### src/rtl/sum_accumulator.sv
// Burst accumulator behind the registered adder stage: sums a programmed number
// of unsigned samples and presents the total on a valid/ready output.
module sum_accumulator #(
    parameter int unsigned WIDTH = 8,
    parameter int unsigned CNT_W = 4,
    parameter int unsigned ACC_W = WIDTH + CNT_W
) (
    input  logic             clk,
    input  logic             rstn,
    input  logic             start,
    input  logic [CNT_W-1:0] len,
    input  logic             in_valid,
    input  logic [WIDTH-1:0] in_sum,
    output logic             in_ready,
    output logic             out_valid,
    output logic [ACC_W-1:0] out_total,
    input  logic             out_ready,
    output logic             busy,
    output logic             drop_err
);

    localparam logic [1:0] IDLE  = 2'd0;
    localparam logic [1:0] ACCUM = 2'd1;
    localparam logic [1:0] DONE  = 2'd2;

    logic [1:0]       state;
    logic [1:0]       state_nxt;
    logic [ACC_W-1:0] acc;
    logic [ACC_W-1:0] acc_nxt;
    logic [CNT_W-1:0] remaining;
    logic [CNT_W-1:0] remaining_nxt;
    logic [ACC_W-1:0] total_nxt;
    logic             drop_nxt;

    // State register plus registered datapath and status outputs.
    always_ff @(posedge clk or negedge rstn) begin
        if (!rstn) begin
            state     <= IDLE;
            acc       <= '0;
            remaining <= '0;
            out_total <= '0;
            drop_err  <= 1'b0;
            in_ready  <= 1'b0;
            out_valid <= 1'b0;
            busy      <= 1'b0;
        end else begin
            state     <= state_nxt;
            acc       <= acc_nxt;
            remaining <= remaining_nxt;
            out_total <= total_nxt;
            drop_err  <= drop_nxt;
            // Status flags decoded from the next state so they track the state register.
            in_ready  <= (state_nxt == ACCUM);
            out_valid <= (state_nxt == DONE);
            busy      <= (state_nxt != IDLE);
        end
    end

    // Next-state and datapath update.
    always_comb begin
        state_nxt     = state;
        acc_nxt       = acc;
        remaining_nxt = remaining;
        total_nxt     = out_total;
        drop_nxt      = drop_err;

        // A sample offered while not accepting is lost and flagged.
        if (in_valid && !in_ready) begin
            drop_nxt = 1'b1;
        end

        case (state)
            IDLE: begin
                if (start && (len != '0)) begin
                    state_nxt     = ACCUM;
                    acc_nxt       = '0;
                    remaining_nxt = len;
                    drop_nxt      = 1'b0;
                end
            end
            ACCUM: begin
                if (in_valid) begin
                    acc_nxt       = acc + ACC_W'(in_sum);
                    remaining_nxt = remaining - CNT_W'(1);
                    if (remaining == CNT_W'(1)) begin
                        total_nxt = acc + ACC_W'(in_sum);
                        state_nxt = DONE;
                    end
                end
            end
            DONE: begin
                if (out_valid && out_ready) begin
                    state_nxt = IDLE;
                end
            end
            default: begin
                state_nxt = IDLE;
            end
        endcase
    end

endmodule

### config.mk
export PLATFORM = sky130hd
export DESIGN_NAME = sum_accumulator
export DESIGN_NICKNAME = d
export VERILOG_FILES = /design/src/rtl/sum_accumulator.sv
export SDC_FILE = /design/constraint.sdc
export NUM_CORES = 1
export LEC_CHECK = 0
export CAP_MARGIN = 20
export CORE_MARGIN = 2
export CORE_UTILIZATION = 56
export DETAILED_ROUTE_END_ITERATION = 7
export HOLD_SLACK_MARGIN = 0.12
export PLACE_DENSITY = 0.81
export SKIP_CTS_REPAIR_TIMING = 1
export SLEW_MARGIN = 10
export SYNTH_ARGS = -nofsm -noshare
export SYNTH_HDL_FRONTEND = slang
export SYNTH_SLANG_ARGS = --single-unit
### constraint.sdc
create_clock -name clk -period 5.3 [get_ports clk]
set_clock_uncertainty 0.15 [all_clocks]
set_input_delay 1.06 -clock clk [delete_from_list [all_inputs] [get_ports clk]]
set_output_delay 1.06 -clock clk [all_outputs]
set_load 0.01 [all_outputs]
Word-level counts from Yosys, hierarchy flattened
Index checks and enable logic that the tools add are counted.
- flip-flop bits (word level): 34
- output and inout bits: 16
- logic and storage cells: 41
- add/sub/neg operators: 2
- equal/unequal tests: 7
- muxes and demuxes: 14
- reduce and logical (&&, ||, !) cells: 10
- operators with widths (kind ; number):
    $mux 12 ; 2
    $pmux 12 s2 ; 1
    $add 12x8->12 ; 1
    $mux 2 ; 4
    $mux 4 ; 2
    $pmux 4 s2 ; 1
    $pmux 2 s3 ; 1
    $reduce_and 3->1 ; 2
    $eq 2x1->1 const B ; 2
    $eq 2x2->1 const B ; 2
    $eq 4x1->1 const B ; 1
    $ne 2x2->1 const B ; 2
    $reduce_bool 2->1 ; 2
    $reduce_bool 4->1 ; 1
    $sub 4x1->4 const B ; 1
    $logic_and 1x1->1 ; 3
    $mux 1 ; 3
    $logic_not 2->1 ; 1
    $logic_not 1->1 ; 1

Depth between registers and ports, before layout
Gate-level depths: netlist (run 1).
- depth after elaboration: 5
- gate-level depth with buffers: 7
- gate-level depth less buffers: 7

Least setup slack after synthesis (run 1)
Ideal clock, no wire load.
- kind: input port to flip-flop
- start point: in in_sum[0]
- end point: reg out_total[6]
- data arrival time: 2.507 ns
- required time: 5.025 ns
- path slack: 2.519 ns
- stages on the path: 6
- cell sequence: ha_1 -> fa_1 -> a211oi_1 -> o21ai_0 -> xor2_1 -> mux2_2
- cells in the longest elaborated chain, start to end: 1
- ends and longest elaborated chain (element ; line ; text):
    start, declared ; 13 ; input logic [WIDTH-1:0] in_sum,
    $add 12x8->12 ; 86 ; total_nxt = acc + ACC_W'(in_sum);
    end signal, assigned ; 50 ; out_total <= total_nxt;
    end, declared ; 16 ; output logic [ACC_W-1:0] out_total,
Every way passes these cells.
A chain may end at the register's enable or synchronous reset.

Worst setup path in the final report (run 1)
- start point: in in_sum[1]
- end point: reg out_total[7]
The elaborated chain is that of the path after synthesis.

==> reports/metrics.cfg, run 1 <==
[outcome]
status=finished, final reports clean

[placed_design]
io_buffer_count=32
placed_area_sq_um=2200
dp_hpwl_um=2840
gp_congestion=0.886

[grt]
antenna_found_initial=0
grt_pass1_vias=1480
track_usage=0.239
grt_overflow=0
grt_max_degree=35
grt_pass1_wl_um=6640

[floorplanning]
num_rows=20
die_area_sq_um=3770
start_util=0.595
fp.dieW_um=61.4
die_y_um=61.4
core_sq_um=3100
pin_count=33

[timing]
relSlewSlack=0.564
final_max_slew_viol_count=0
tns_ns=0
tightest_slew_ns=0.654
hold_slack_ns=0.343
rsz0062_at_grt=no
final.period_utilization=0.569
hold_viol=0
final.min_clock_period_ns=3.02
setup_violations=0
fmax_ghz=0.331

[yosys]
syn_area_per_cell_sq_um=10.4
synth_fp_nets=206
synth-seq-cells=34
synth_area_leaders=dfrtp_1 46%, ha_1 6.8%, mux2_2 4.3%
yosysTopAreaCell=dfrtp_1
synth_area_sq_um=1850
seq_area_frac_synth=0.461
synthCells=178
synth_cell_types=40
netlist.area_leader.share=0.461
yosys_warnings=0

[critical_path]
crit_end=out_total[7]
crit_chain=clkdlybuf4s50_1 > ha_1 > a211oi_2 > o21ai_0 > a2111oi_0 > nor3_1 > mux2_2
arrival_ns=3.10
slowest_stage=clkdlybuf4s50_1
timing.rr.end=acc[11]
reg2reg_from=state[0]
end_kind=flop
r2r_slack_ns=2.91
critical_path_depth=7
reg2reg_depth=5
crit_required_ns=5.38
cp_max_fo=3
critPathTopFamily=compound AO/OA/AOI/OAI gates
slowest_delay_ns=0.45
critical_path_class=input port to flop
critPathBufInv=1
crit_start=in_sum[1]
startpoint_type=input port

[cells_and_area]
final_area_sq_um=2260
drive_gt1_frac=0.122
fill_cells=258
num-nets-final=240
area_delta_synth_final_pct=22.6
antenna_cells=0

[routing]
dr.pass1.iters=4
drc_errors=0
vias=1497
routed_wl_um=3860
dr.first_iter.drc_count=117
ant_nets=0
viasPerCell=5.82
wl_per_cell_um=15.0

[power_and_ir_drop]
power.leakage_nw=0.999
switchingPower_w=0.000494
power_frac_seq=0.362
ir_worst_vdd_uv=313
p_per_area_nw_per_um2=546
p_comb_frac=0.516
power.internal_w=0.000742
power_frac_clock=0.121
power_switching_share=0.400

[cts]
cts_tree=yes
cts_buffers=5
clk_latency_ns=0.34
cts_root_buf=clkbuf_4
htreeDepth=2
clk_pin_slew_ns=0.10
cts.sinks=34
cts.path.max_buffers=2

[job]
maxCapViolCount=0

[worst_hold_path]
holdPathStages=1
hold_path_class=flop to flop

synth_stat cells (all sizes together):
cell type / n
fa: 1
a2111oi: 1
o22ai: 1
and2: 2
nor2: 6
buf: 3
nor4: 1
or3: 3
nor3b: 1
dfrtp: 34
ha: 10
inv: 8
or4b: 1
xor2: 4
clkbuf: 3
a31oi: 2
a21o: 2
o31ai: 3
nand3: 6
or2: 1
nor2b: 2
nand4: 3
mux2i: 1
a211oi: 2
mux2: 7
a22o: 8
a21oi: 15
o41ai: 1
nand2: 17
nor3: 4
o21ai: 13
and3: 1
o221a: 3
xnor2: 5
o211ai: 3
through the flow:
stage	utilization	total power [W]	std cells	setup slack [ns]
global route	0.729	0.00134	257	2.14
floorplan	-	0.000870	178	2.52
CTS	0.729	0.00124	257	2.27
detailed placement	0.710	0.00108	249	1.90
finish	0.729	0.00124	257	2.28
global placement	0.710	0.00105	249	1.93
cell families after synthesis:
| logic type | synth area share |
|---|---|
| AOI/OAI and AO/OA | 0.206 |
| adders and majority gates | 0.0786 |
| and+or+nand+nor | 0.133 |
| muxes | 0.0481 |
| DFF | 0.461 |
| buffers and inverters | 0.0305 |
| xor gates and xnor gates | 0.0427 |
how the worst min path moves through the flow:
stage	endpoint	from	slack [ns]
finish	in_ready	state[1]	0.34
CTS	in_ready	state[1]	0.34
floorplan	in_ready	state[1]	0.30
global placement	out_total[9]	out_total[9]	0.31
detailed placement	in_ready	state[1]	0.33
global route	in_ready	state[1]	0.37
worst reg2reg max path: cells and delay by family (launching register included):
kind            cells  cell delay [ns]
compound gates      2             0.50
flops               1             0.48
simple gates        3             1.15
routing by layer:
metal	part of all wire	global-route usage	vias up	wire length, um
li1	-	-	720	-
met1	0.49	0.339	737	1880
met2	0.46	0.363	32	1760
met3	0.038	0.0420	8	148
met4	0.018	0.103	0	69
met5	0	0	-	0
sequential cells by signal, summed over array words and instances (netlist names):
| name | flops |
|---|---|
| state | 2 |
| remaining | 4 |
| acc | 12 |
| out_valid | 1 |
| out_total | 12 |
| in_ready | 1 |
| drop_err | 1 |
| busy | 1 |
power groups by stage:
stage / Sequential (W) / Combinational, W / Clock, W
floorplan: 0.000453 / 0.000418 / 0
global placement: 0.000443 / 0.000611 / 0
detailed placement: 0.000451 / 0.000632 / 0
CTS: 0.000446 / 0.000639 / 0.000152
global route: 0.000459 / 0.000718 / 0.000160
finish: 0.000447 / 0.000638 / 0.000150
cell type report:
class                   count  area, sq um  area share
multi-input cells         130          940       0.415
repair buffers             33          328       0.145
inverters                   8         30.0      0.0133
clock inverters             1         5.00     0.00221
well taps                  44         55.1      0.0243
flip-flops and latches     34          851       0.376
clock buffers               7         55.1      0.0243
layout by cell type, fill, tap and decap left out, types with 3 or more instances in the layout:
cell type and instances:
ha_1 10, a22o_1 8, o221a_2 3, a21oi_1 13, clkdlybuf4s50_1 32, nand3_1 6, nor3_1 4, nand2_1 17
or3_1 3, clkbuf_4 5, xor2_1 4, inv_1 8, xnor2_1 5, o31ai_1 3, dfrtp_1 34, mux2_2 7
o21ai_0 13, nor2_1 6
Power figures use the tool's default switching activity.
==> run 2: changes to the inputs <==
--- a/config.mk
+++ b/config.mk
@@ -7,10 +7,10 @@
 export LEC_CHECK = 0
 export CAP_MARGIN = 20
 export CORE_MARGIN = 2
-export CORE_UTILIZATION = 56
+export CORE_UTILIZATION = 47
 export DETAILED_ROUTE_END_ITERATION = 7
 export HOLD_SLACK_MARGIN = 0.12
-export PLACE_DENSITY = 0.81
+export PLACE_DENSITY = 0.72
 export SKIP_CTS_REPAIR_TIMING = 1
 export SLEW_MARGIN = 10
 export SYNTH_ARGS = -nofsm -noshare
==> constraint.sdc (replaced) <==
create_clock -name clk -period 2.7 [get_ports clk]
set_clock_uncertainty 0.15 [all_clocks]
set_input_delay 0.54 -clock clk [delete_from_list [all_inputs] [get_ports clk]]
set_output_delay 0.54 -clock clk [all_outputs]
set_load 0.01 [all_outputs]
==> run 2 against run 1 <==
  * First-iteration DRC count is 30% lower
  * Final area grew 8.7%
  * Clock power increased to 3.0 times the previous value
  * Count of clock-buffer cells in the layout is 2 lower
  * Largest power group unchanged
  * Utilization is 6.7 points lower
  * Highest routed layer unchanged
  * Power grew 120%
  * Critical endpoint is now out_total[6]
  * Cell count grew 8.9%
==> reports/metrics.cfg, run 2 (synthesized netlist as in run 1, its figures left out) <==
[routing]
drc_errors=0  ; unchanged
routed_wl_um=4020  ; was 3860 um
met3WireLength_um=180  ; was 148 um
dr.first_iter.drc_count=82  ; was 117
dr.pass1.iters=6  ; was 4
viasPerCell=5.55  ; was 5.82
vias=1553  ; was 1497
met2_length_um=2000  ; was 1760 um
wl_met1_um=1820  ; was 1880 um
topRoutingLayerUsed=met4  ; unchanged
ant_nets=0  ; unchanged
wl_per_cell_um=14.3  ; was 15.0 um

[cells_and_area]
mostFrequentLayoutCells=34 x dfrtp_1, 32 x clkdlybuf4s50_1, 20 x buf_4, 17 x nand2_1  ; was 34 x dfrtp_1, 32 x clkdlybuf4s50_1, 17 x nand2_1, 13 x a21oi_1, 13 x o21ai_0
fill_cells=313  ; was 258
area_delta_synth_final_pct=33.2  ; was 22.6%
seq_area_sq_um=851  ; unchanged
antenna_cells=0  ; unchanged
final_area_sq_um=2460  ; was 2260 sq um
drive_gt1_frac=0.198  ; was 0.122
num-nets-final=259  ; was 240
layout.cells.non_filler=280  ; was 257
top_regs=acc: 12 flops, out_total: 12 flops, remaining: 4 flops  ; unchanged
multi_input_area_sq_um=940  ; unchanged
layout_commonest_cell=dfrtp_1  ; unchanged

[power_and_ir_drop]
ir_worst_vdd_uv=487  ; was 313 uV
p_total_w=0.00272  ; was 0.00124 W
power.leakage_nw=1.12  ; was 0.999 nW
p_per_area_nw_per_um2=1100  ; was 546 nW/um^2

[critical_path]
crit_chain=clkdlybuf4s50_1 > ha_1 > fa_1 > a211oi_1 > o21ai_0 > xor2_1 > mux2_2  ; was clkdlybuf4s50_1 > ha_1 > a211oi_2 > o21ai_0 > a2111oi_0 > nor3_1 > mux2_2
crit_start=in_sum[0]  ; was in_sum[1]
arrival_ns=2.54  ; was 3.10 ns
r2r_slack_ns=0.48  ; was 2.91 ns
critPathBufInv=1  ; unchanged
critPathTopFamily=adder cells  ; was compound AO/OA/AOI/OAI gates
slowest_delay_ns=0.40  ; was 0.45 ns
reg2reg_from=acc[0]  ; was state[0]
slowest_stage=clkdlybuf4s50_1  ; unchanged
timing.rr.end=out_total[6]  ; was acc[11]
end_kind=flop  ; unchanged
startpoint_type=input port  ; unchanged
reg2reg_depth=6  ; was 5
critical_path_class=input port to flop  ; unchanged
critical_path_depth=7  ; unchanged
crit_required_ns=2.72  ; was 5.38 ns
cp_max_fo=3  ; unchanged

[timing]
setup_violations=0  ; unchanged
final_max_slew_viol_count=0  ; unchanged
hold_viol=0  ; unchanged
relSlewSlack=0.612  ; was 0.564
hold_slack_ns=0.334  ; was 0.343 ns
final.period_utilization=0.932
tightest_slew_ns=0.581  ; was 0.654 ns
final.min_clock_period_ns=2.52
fmax_ghz=0.397
rsz0062_at_grt=no  ; unchanged

[cts]
htreeDepth=2  ; unchanged
cts_tree=yes  ; unchanged
clk_latency_ns=0.28  ; was 0.34 ns
clk_pin_slew_ns=0.07  ; was 0.10 ns
cts.path.max_buffers=2  ; unchanged
cts.sinks=34  ; unchanged
cts_root_buf=clkbuf_8  ; was clkbuf_4
cts_buffers=5  ; unchanged

[floorplanning]
die_y_um=66.7  ; was 61.4 um
fp.dieW_um=66.7  ; was 61.4 um
die_area_sq_um=4450  ; was 3770 sq um
pin_count=33  ; unchanged
num_rows=22  ; was 20
start_util=0.497  ; was 0.595
core_sq_um=3720  ; was 3100 sq um

[placed_design]
dp.cells=272  ; was 249
dp_hpwl_um=3110  ; was 2840 um
io_buffer_count=32  ; unchanged
gp_congestion=0.909  ; was 0.886
placed_area_sq_um=2350  ; was 2200 sq um

[grt]
antenna_found_initial=0  ; unchanged
grt_pass1_vias=1620  ; was 1480
grt_pass1_wl_um=7310  ; was 6640 um
grt_overflow=0  ; unchanged
grt_max_degree=35  ; unchanged
track_usage=0.215  ; was 0.239

[worst_hold_path]
hold_path_class=flop to flop  ; unchanged
hold_path_end=out_total[9]  ; was in_ready
holdPathStages=2  ; was 1
min-delay-start=out_total[9]  ; was state[1]

[outcome]
status=finished, final reports clean  ; unchanged

[job]
maxCapViolCount=0  ; unchanged

[run 2: changes by cell type in the layout (fill, tap and decap cells not counted), sizes merged]
cell	before	now
clkbuf	7	5
buf	1	20
bufinv	0	1
clkinv	1	2
[run 2: worst max-delay path by stage]
stage                          to  slack [ns]
global placement     out_total[6]       -0.09
global route        out_total[10]        0.05
floorplan            out_total[6]        0.44
CTS                  out_total[6]        0.19
finish               out_total[6]        0.18
detailed placement   out_total[6]       -0.09
[run 2: layout make-up]
cell class                      instances  area share
Multi-Input combinational cell        130       0.382
Clock inverter                          3      0.0163
Inverter                                8      0.0122
Timing Repair Buffer                   52       0.191
Clock buffer                            5      0.0280
Sequential cell                        34       0.346
Tap cell                               48      0.0244
[run 2: stage by stage]
step / TNS [ns] / setup WS, ns / util
3_5_place_dp: -0.421 / -0.0944 / 0.633
2_1_floorplan: 0 / 0.439 / -
4_1_cts: 0 / 0.191 / 0.662
5_1_grt: 0 / 0.0497 / 0.662
6_report: 0 / 0.184 / 0.662
3_3_place_gp: -0.228 / -0.0899 / 0.633
[run 2: worst reg2reg max path, cell delays in order (launching register included)]
cell,delay [ns]
dfrtp_1,0.38
ha_1,0.24
fa_1,0.40
a211oi_1,0.31
o21ai_0,0.17
xor2_1,0.18
mux2_2,0.28
[run 2: metal layers]
layer	vias up	track usage
li1	759	-
met5	-	0
met1	758	0.279
met4	0	0.0536
met2	34	0.351
met3	2	0.0625
[run 2: where the power goes]
part	internal, W	switching (W)	leakage (nW)
logic	0.000721	0.000668	0.630
clock network	0.000271	0.000179	0.0579
registers	0.000719	0.000159	0.428
